==> src/rtl/rbus_uart_tx_pktparse_if.sv <==
// Ring-bus write port and UART TX byte handshake of the TX packet parser.
// The slave modport is the parser; the master modport is the ring/UART side.
interface rbus_uart_tx_pktparse_if;
  logic        r2d_stb;
  logic        r2d_sof;
  logic [71:0] r2d_data;
  logic [1:0]  r2d_rdy;
  logic        o_stb;
  logic [7:0]  o_data;
  logic        o_ack;
  logic [38:0] o_pkt_addr;
  logic        o_busy;

  modport slave (
    input  r2d_stb, r2d_sof, r2d_data, o_ack,
    output r2d_rdy, o_stb, o_data, o_pkt_addr, o_busy
  );

  modport master (
    output r2d_stb, r2d_sof, r2d_data, o_ack,
    input  r2d_rdy, o_stb, o_data, o_pkt_addr, o_busy
  );
endinterface

==> src/rtl/rbus_uart_tx_pktparse.sv <==
// Stores one 9-word ring write packet for the UART TX device and streams its
// enabled bytes, in address order, over a strobe/ack byte handshake.
module rbus_uart_tx_pktparse (
  input logic                       clk,
  input logic                       rst,
  rbus_uart_tx_pktparse_if.slave    bus
);

  typedef enum logic [1:0] {IDLE, LOAD, SKIP, DRAIN} state_t;

  state_t      state;
  logic [2:0]  wcnt;
  logic [5:0]  bptr;
  logic [38:0] pkt_addr;
  logic [71:0] buffer [8];

  logic [71:0] cur_word;
  logic [7:0]  cur_mask;
  logic [63:0] cur_bytes;
  logic        cur_en;
  logic [7:0]  cur_byte;
  logic        hdr;
  logic        hdr_ok;
  logic        dword;
  logic        advance;

  // Byte k sits under mask bit 7-k and at data bits [63-8k:56-8k]; 7-k == ~k.
  assign cur_word  = buffer[bptr[5:3]];
  assign cur_mask  = cur_word[71:64];
  assign cur_bytes = cur_word[63:0];
  assign cur_en    = cur_mask[~bptr[2:0]];
  assign cur_byte  = cur_bytes[{~bptr[2:0], 3'b000} +: 8];

  assign hdr     = bus.r2d_stb & bus.r2d_sof;
  assign hdr_ok  = (bus.r2d_data[71:70] == 2'b10);
  assign dword   = bus.r2d_stb & ~bus.r2d_sof;
  assign advance = ~cur_en | bus.o_ack;

  // A sof word restarts header processing from IDLE, LOAD or SKIP alike.
  always_ff @(posedge clk) begin
    if (rst) begin
      state    <= IDLE;
      wcnt     <= 3'd0;
      bptr     <= 6'd0;
      pkt_addr <= 39'd0;
    end else begin
      case (state)
        IDLE, LOAD, SKIP: begin
          if (hdr) begin
            wcnt <= 3'd0;
            if (hdr_ok) begin
              pkt_addr <= {bus.r2d_data[38:3], 3'b000};
              state    <= LOAD;
            end else begin
              state <= SKIP;
            end
          end else if (dword && (state != IDLE)) begin
            wcnt <= wcnt + 3'd1;
            if (state == LOAD) begin
              buffer[wcnt] <= bus.r2d_data;
            end
            if (wcnt == 3'd7) begin
              bptr  <= 6'd0;
              state <= (state == LOAD) ? DRAIN : IDLE;
            end
          end
        end
        DRAIN: begin
          if (advance) begin
            bptr <= bptr + 6'd1;
            if (bptr == 6'd63) begin
              state <= IDLE;
            end
          end
        end
        default: state <= IDLE;
      endcase
    end
  end

  assign bus.r2d_rdy    = (state == IDLE) ? 2'b11 : 2'b00;
  assign bus.o_stb      = (state == DRAIN) & cur_en;
  assign bus.o_data     = cur_byte;
  assign bus.o_pkt_addr = pkt_addr;
  assign bus.o_busy     = (state != IDLE);

endmodule

==> src/flat_wrapper.sv <==
// flat-port wrapper written by rule: the top's interface ports become plain ports
module rbus_uart_tx_pktparse_flat 
  (clk, rst, bus_r2d_stb, bus_r2d_sof, bus_r2d_data, bus_o_ack, bus_r2d_rdy, bus_o_stb, bus_o_data, bus_o_pkt_addr, bus_o_busy);
  rbus_uart_tx_pktparse_if bus_i ();
  input logic clk;
  input logic rst;
  input wire logic [$bits(bus_i.r2d_stb)-1:0] bus_r2d_stb;
  input wire logic [$bits(bus_i.r2d_sof)-1:0] bus_r2d_sof;
  input wire logic [$bits(bus_i.r2d_data)-1:0] bus_r2d_data;
  input wire logic [$bits(bus_i.o_ack)-1:0] bus_o_ack;
  output wire logic [$bits(bus_i.r2d_rdy)-1:0] bus_r2d_rdy;
  output wire logic [$bits(bus_i.o_stb)-1:0] bus_o_stb;
  output wire logic [$bits(bus_i.o_data)-1:0] bus_o_data;
  output wire logic [$bits(bus_i.o_pkt_addr)-1:0] bus_o_pkt_addr;
  output wire logic [$bits(bus_i.o_busy)-1:0] bus_o_busy;
  assign bus_i.r2d_stb = bus_r2d_stb;
  assign bus_i.r2d_sof = bus_r2d_sof;
  assign bus_i.r2d_data = bus_r2d_data;
  assign bus_i.o_ack = bus_o_ack;
  assign bus_r2d_rdy = bus_i.r2d_rdy;
  assign bus_o_stb = bus_i.o_stb;
  assign bus_o_data = bus_i.o_data;
  assign bus_o_pkt_addr = bus_i.o_pkt_addr;
  assign bus_o_busy = bus_i.o_busy;
  rbus_uart_tx_pktparse u_core (.clk(clk), .rst(rst), .bus(bus_i));
endmodule
==> config.mk <==
export PLATFORM = sky130hd
export DESIGN_NAME = rbus_uart_tx_pktparse_flat
export DESIGN_NICKNAME = d
export VERILOG_FILES = /design/src/rtl/rbus_uart_tx_pktparse_if.sv /design/src/rtl/rbus_uart_tx_pktparse.sv /design/src/flat_wrapper.sv
export SDC_FILE = /design/constraint.sdc
export NUM_CORES = 1
export LEC_CHECK = 0
export ABC_AREA = 1
export BUFFER_PORTS_ARGS = -buffer_cell sky130_fd_sc_hd__buf_2
export CAP_MARGIN = 25
export CORE_MARGIN = 2
export CORE_UTILIZATION = 30
export DETAILED_ROUTE_END_ITERATION = 6
export GPL_TIMING_DRIVEN = 1
export SETUP_SLACK_MARGIN = 0.1
export SYNTH_ARGS = -nofsm -noshare
export SYNTH_HDL_FRONTEND = slang
export SYNTH_SLANG_ARGS = --single-unit
==> constraint.sdc <==
create_clock -name clk -period 7.75 [get_ports clk]
set_clock_uncertainty 0.05 [all_clocks]
set_input_delay 0.775 -clock clk [delete_from_list [all_inputs] [get_ports clk]]
set_output_delay 0.775 -clock clk [all_outputs]
set_load 0.01 [all_outputs]
# Word level (Yosys, flattened, before mapping)
# Memory sizes are Yosys's and may differ from the RTL's. A register that Yosys moved wholly into a read port is not among the register bits.
# Index checks and enable logic that the tools add are counted.
# W data, S select, Z words.
word_totals:
  ff_bits: 47
  ram_bits: 576
  input_bits: 77
  wordCells: 64
  mem_count: 1
mem_list:
  columns: ["name", "depth", "word_bits", "rd", "rd_ports_with_merged_regs", "wr", "line_no", "rtl"]
  rows:
  - ["u_core.buffer", 8, 72, 1, 1, 1, "rbus_uart_tx_pktparse.sv:15", "logic [71:0] buffer [8];"]
classes:
  addsub: 2
  n_lt_le_gt_ge: 1
  n_eq_ne: 13
  n_shift: 1
  n_mux: 26
  bitwise_logic: 7
  reduce_logical: 9
op_table:
  columns: ["cell", "n"]
  rows:
  - ["$shiftx A64 B7 Y8", 1]
  - ["$mux W6", 4]
  - ["$mux W2", 8]
  - ["$mux W3", 4]
  - ["$pmux W6 S2", 1]
  - ["$ne A2 B1 Y1 const B", 4]
  - ["$reduce_and A4 Y1", 2]
  - ["$mux W1", 7]
  - ["$add A6 B1 Y6 const B", 1]
  - ["$eq A2 B2 Y1 const B", 3]
  - ["$eq A6 B6 Y1 const B", 1]
  - ["$ne A3 B1 Y1 const B", 2]
  - ["$lt A3 B4 Y1 const B", 1]
  - ["$pmux W2 S2", 1]
  - ["$reduce_bool A2 Y1", 2]
  - ["$add A3 B1 Y3 const B", 1]
  - ["$and A1 B1 Y1", 3]
  - ["$bmux W1 S3", 1]
  - ["$eq A3 B3 Y1 const B", 1]
  - ["$not A3 Y3", 1]
  - ["$reduce_and A3 Y1", 1]
  - ["$reduce_or A3 Y1", 1]
  - ["$eq A2 B1 Y1 const B", 1]
  - ["$logic_not A2 Y1", 1]
  - ["5 further kinds", 6]

# Logic depth before layout (Yosys ltp)
logic_depth:
  ltp_word: 9
  ltp_mapped: 18
  depth_no_buf: 15

# Worst setup path after synthesis
# OpenSTA, ideal clock, no wires.
synth_path:
  kind: "input-to-reg"
  startpoint: "input rst"
  endpoint: "memory u_core.buffer[4][0], enable pin"
  setup_time_ns: 0.591
  arrival_ns: 6.236
  required_time_ns: 7.109
  path_slack_ns: 0.873
  path_stages: 4
  n_path_buf: 1
  cell_sequence: "clkbuf_1 > nor4_1 > nand2_1 > nor3_1"
synth_via:
  elab_chain_len: 2
synth_lines:
  columns: ["element", "line_no", "rtl"]
  rows:
  - ["from (decl)", "flat_wrapper.sv:6", "input logic rst;"]
  - ["$mux W1", "rbus_uart_tx_pktparse.sv:41", "if (rst) begin"]
  - ["$mux W1 (not written as such)", "rbus_uart_tx_pktparse.sv:60", "buffer[wcnt] <= bus.r2d_data;"]
  - ["to (decl)", "rbus_uart_tx_pktparse.sv:15", null]
# No other way between the ends.

==> impl_results.html <==
<table>
<tr><th>Metric</th><th>Value</th></tr>
<tr><th colspan="2">Status</th></tr>
<tr><td>Run status</td><td>completed</td></tr>
<tr><th colspan="2">Routing</th></tr>
<tr><td>Routed length per instance</td><td>21.6 µm</td></tr>
<tr><td>Post-Route WL</td><td>67,600 µm</td></tr>
<tr><td>DR pass1 iterations</td><td>5</td></tr>
<tr><td># DRC</td><td>0</td></tr>
<tr><td>Detailed-route via count</td><td>16,100</td></tr>
<tr><td>Number of DRC markers after the initial detailed-route iteration</td><td>1,474</td></tr>
<tr><td>Remaining antenna violation count</td><td>0</td></tr>
<tr><td>Vias per cell</td><td>5.16</td></tr>
<tr><th colspan="2">Clocking</th></tr>
<tr><td>Maximum level of the CTS H-tree</td><td>3</td></tr>
<tr><td>Reg clk slew, reported paths</td><td>0.06 ns</td></tr>
<tr><td>Hold buffer count at cts</td><td>0</td></tr>
<tr><td>Root Driver</td><td>sky130_fd_sc_hd__clkbuf_16</td></tr>
<tr><td>CTS buffer count</td><td>66</td></tr>
<tr><td>Later-pin clock latency in the skew report</td><td>0.58 ns</td></tr>
<tr><td>Resized Gates After CTS</td><td>0</td></tr>
<tr><td>Post-CTS setup-driven buffer insertion count</td><td>0</td></tr>
<tr><td>Num Clock Sinks</td><td>626</td></tr>
<tr><td>Longest Clk Path Bufs</td><td>3</td></tr>
<tr><td>Clock tree from TritonCTS</td><td>done</td></tr>
<tr><th colspan="2">Pwr</th></tr>
<tr><td>Share of total power consumed by net switching</td><td>19.3%</td></tr>
<tr><td>Power Density</td><td>243 nW/µm²</td></tr>
<tr><td>Switching power</td><td>1.33 mW</td></tr>
<tr><td>Share of power burned in registers</td><td>53.6%</td></tr>
<tr><td>Int Power</td><td>5.56 mW</td></tr>
<tr><td>LEAKAGE</td><td>9.37 nW</td></tr>
<tr><td>Total power of the final layout</td><td>6.89 mW</td></tr>
<tr><td>Largest vdd supply drop</td><td>0.158 mV</td></tr>
<tr><td>Clock share of power</td><td>45.0%</td></tr>
<tr><td>Share of power burned in combinational logic</td><td>1.4%</td></tr>
<tr><th colspan="2">STA</th></tr>
<tr><td>Share of the clock period used by the worst path after layout</td><td>64.4%</td></tr>
<tr><td>Relative slew slack</td><td>28.7%</td></tr>
<tr><td>Final setup violating endpoints</td><td>0</td></tr>
<tr><td>Worst setup margin</td><td>2.76 ns</td></tr>
<tr><td>Count of pins over their slew limit</td><td>0</td></tr>
<tr><td>RSZ-0062 raised after global routing</td><td>false</td></tr>
<tr><td>Timing-limited maximum frequency</td><td>200 MHz</td></tr>
<tr><td>Slew at the pin closest to its max-slew limit</td><td>1.07 ns</td></tr>
<tr><td>Final sum of negative setup slack</td><td>0 ns</td></tr>
<tr><td>Hold Slack</td><td>0.394 ns</td></tr>
<tr><td>Hold Fails Final Rpt</td><td>0</td></tr>
<tr><td>Period minus WS final</td><td>4.99 ns</td></tr>
<tr><th colspan="2">Setup path</th></tr>
<tr><td>Worst endpoint data arrival time</td><td>4.17 ns</td></tr>
<tr><td>Worst Setup Start Kind</td><td>register</td></tr>
<tr><td>Worst endpoint required time</td><td>6.92 ns</td></tr>
<tr><td>Endpoint class of the critical path</td><td>output pin</td></tr>
<tr><td>Category of the most critical setup path</td><td>reg2out</td></tr>
<tr><td>Critical Path Fanout Max</td><td>84</td></tr>
<tr><th colspan="2">Floorplanning</th></tr>
<tr><td>Count of standard-cell rows</td><td>105</td></tr>
<tr><td>Height of the die</td><td>290 µm</td></tr>
<tr><td>Initial cell density of the core</td><td>30.1%</td></tr>
<tr><td>Chip Width</td><td>290 µm</td></tr>
<tr><td>Die Area</td><td>84,400 µm²</td></tr>
<tr><td>CORE AREA</td><td>81,700 µm²</td></tr>
<tr><td>IO Pins</td><td>128</td></tr>
<tr><th colspan="2">Logic synthesis</th></tr>
<tr><td>Count of flip-flops with a built-in enable after synthesis</td><td>576</td></tr>
<tr><td>Cell area after technology mapping</td><td>24,600 µm²</td></tr>
<tr><td>Cell variety after synth</td><td>31</td></tr>
<tr><td>Area contributors post-synth</td><td>sky130_fd_sc_hd__edfxtp_1 70%, sky130_fd_sc_hd__o21ai_0 5.2%, sky130_fd_sc_hd__nor2_1 4.1%, sky130_fd_sc_hd__dfxtp_1 4.1%, sky130_fd_sc_hd__o221ai_1 3.3%</td></tr>
<tr><td>Post-synth top flop</td><td>sky130_fd_sc_hd__edfxtp_1</td></tr>
<tr><td>Synthesized flop and latch total</td><td>626</td></tr>
<tr><td>Number of warning messages in the yosys log</td><td>0</td></tr>
<tr><td>Sequential element share of the synthesized area</td><td>74.3%</td></tr>
<tr><td>Most frequent cell after synthesis</td><td>sky130_fd_sc_hd__edfxtp_1</td></tr>
<tr><td>Share of async-settable or async-resettable flops after synthesis</td><td>0%</td></tr>
<tr><td>Post-synthesis instance total</td><td>1,916</td></tr>
<tr><td>Average instance area after synthesis</td><td>12.9 µm²</td></tr>
<tr><td>Cell type with the highest aggregate area in the netlist</td><td>sky130_fd_sc_hd__edfxtp_1</td></tr>
<tr><td>Synth cell count leaders</td><td>576 x sky130_fd_sc_hd__edfxtp_1, 269 x sky130_fd_sc_hd__nor2_1, 255 x sky130_fd_sc_hd__o21ai_0</td></tr>
<tr><td>Fraction of post-synthesis cell area in the top cell type by area</td><td>70.3%</td></tr>
<tr><th colspan="2">Run</th></tr>
<tr><td>Number of max-cap violations</td><td>0</td></tr>
<tr><th colspan="2">Worst hold path</th></tr>
<tr><td>Tightest Hold Check Type</td><td>in2reg</td></tr>
<tr><th colspan="2">GRT</th></tr>
<tr><td>Antenna violations before repair</td><td>23</td></tr>
<tr><td>Number of global-route vias before repair</td><td>16,000</td></tr>
<tr><td>Leftover overflow at the end of global routing</td><td>0</td></tr>
<tr><td>Overall routing resource usage</td><td>15.7%</td></tr>
<tr><td>First-pass GRT wire length</td><td>100,000 µm</td></tr>
<tr><td>Pin count of the biggest net entering global routing</td><td>179</td></tr>
<tr><th colspan="2">Placement</th></tr>
<tr><td>Global placement routability congestion</td><td>0.752</td></tr>
<tr><td>Setup slack after placement</td><td>3.41 ns</td></tr>
<tr><td>Half-perimeter wire length after detailed placement</td><td>37,300 µm</td></tr>
<tr><td>Count of input and output buffers</td><td>124</td></tr>
<tr><td>Post-DP Area</td><td>26,200 µm²</td></tr>
<tr><th colspan="2">Layout</th></tr>
<tr><td>Ratio of cells with drive above 1 in the final layout</td><td>12.9%</td></tr>
<tr><td>Area overhead of the layout relative to synthesis</td><td>15.2%</td></tr>
<tr><td>Post-Layout Inst Area</td><td>28,400 µm²</td></tr>
<tr><td>Final nets</td><td>2,080</td></tr>
<tr><td>Number of inserted filler cells in the final layout</td><td>7,889</td></tr>
</table>
[path summary, 6_finish.rpt]
| kind | startpoint | endpoint | slack, ns | depth (start not counted) |
|---|---|---|---|---|
| worst min-delay path | bus_r2d_data[46] | u_core.buffer[6][46]$_DFFE_PP_ | 0.39 | 1 |
| worst max-delay path | register | bus_o_data[1] | 2.76 | 11 |
| worst min register to register | u_core.bus.o_pkt_addr[13]$_SDFFE_PP0P_ | u_core.bus.o_pkt_addr[13]$_SDFFE_PP0P_ | 0.41 | 2 |
| worst max register to register | register | register | 3.98 | 14 |
[metrics by stage]
stage | std cells | utilization (%)
final | 3126 | 34.7
after global routing | 3123 | 34.7
after CTS | 3120 | 34.7
after detailed placement | 3002 | 32.1
after global placement | 3001 | 32.1
after floorplan | 1918 | -
[kinds of logic (layout without fill, tap and decap cells)]
| kind of cell | after synthesis | after routing | share of synthesized area [%] |
|---|---|---|---|
| other | 1 | 9 | 0.0152 |
| DFF | 626 | 626 | 74.3 |
| AOI/OAI and AO/OA | 475 | 475 | 11.5 |
| xor gates and xnor gates | 3 | 3 | 0.107 |
| buffers and inverters | 183 | 315 | 3.45 |
| adders and majority gates | 3 | 3 | 0.152 |
| and+or+nand+nor | 625 | 625 | 10.4 |
[power groups by stage]
stage | registers [mW] | clock network [mW] | logic (mW)
detailed placement | 3.76 | 0 | 0.0995
global placement | 3.76 | 0 | 0.0946
floorplan | 3.77 | 0 | 0.0230
global route | 3.69 | 3.28 | 0.109
finish | 3.69 | 3.10 | 0.0994
CTS | 3.69 | 3.15 | 0.0997
[layout by cell type, fill, tap and decap left out, types with 29 or more instances in the layout]
master	instances
sky130_fd_sc_hd__clkbuf_16	73
sky130_fd_sc_hd__buf_4	29
sky130_fd_sc_hd__edfxtp_1	576
sky130_fd_sc_hd__nand2_1	187
sky130_fd_sc_hd__dfxtp_1	47
sky130_fd_sc_hd__nor2_1	266
sky130_fd_sc_hd__o22ai_1	31
sky130_fd_sc_hd__o21ai_0	255
sky130_fd_sc_hd__buf_2	124
sky130_fd_sc_hd__o221ai_1	94
sky130_fd_sc_hd__inv_1	35
sky130_fd_sc_hd__nand3_1	160
sky130_fd_sc_hd__a21oi_1	63
[critical path, stage by stage (launching register included)]
cell	delay, ns
sky130_fd_sc_hd__dfxtp_4	0.59
sky130_fd_sc_hd__inv_6	0.52
sky130_fd_sc_hd__buf_4	0.82
sky130_fd_sc_hd__o21ai_0	0.22
sky130_fd_sc_hd__o22ai_1	0.16
sky130_fd_sc_hd__nor2_1	0.06
sky130_fd_sc_hd__nor2_1	0.08
sky130_fd_sc_hd__o21ai_1	0.22
sky130_fd_sc_hd__nand3_1	0.14
sky130_fd_sc_hd__nand3_1	0.21
sky130_fd_sc_hd__nand3_1	0.24
sky130_fd_sc_hd__buf_2	0.18
[per-layer routing]
layer	track usage [%]	vias to the layer above	routed length (µm)
met2	25.9	602	32400
li1	-	7292	-
met5	0	-	59
met1	20.3	8119	28300
met4	6.37	10	2020
met3	3.21	116	4760
[layout make-up]
class	count	area, µm²	share of cell area (%)
flip-flops and latches	626	18300	64.5
multi-input cells	1109	5530	19.5
clock buffers	95	1950	6.87
well taps	1070	1340	4.72
repair buffers	154	858	3.03
clock inverters	23	189	0.666
inverters	43	175	0.618
diodes	6	15.0	0.0529
[registers in the layout, indices dropped and copies added, names as in the netlist, named ones only]
| name | flops |
|---|---|
| u_core.bptr | 6 |
| u_core.wcnt | 3 |
| u_core.state | 2 |
| u_core.bus.o_pkt_addr | 36 |
| u_core.buffer | 576 |
(Power assumes the default switching activity.)
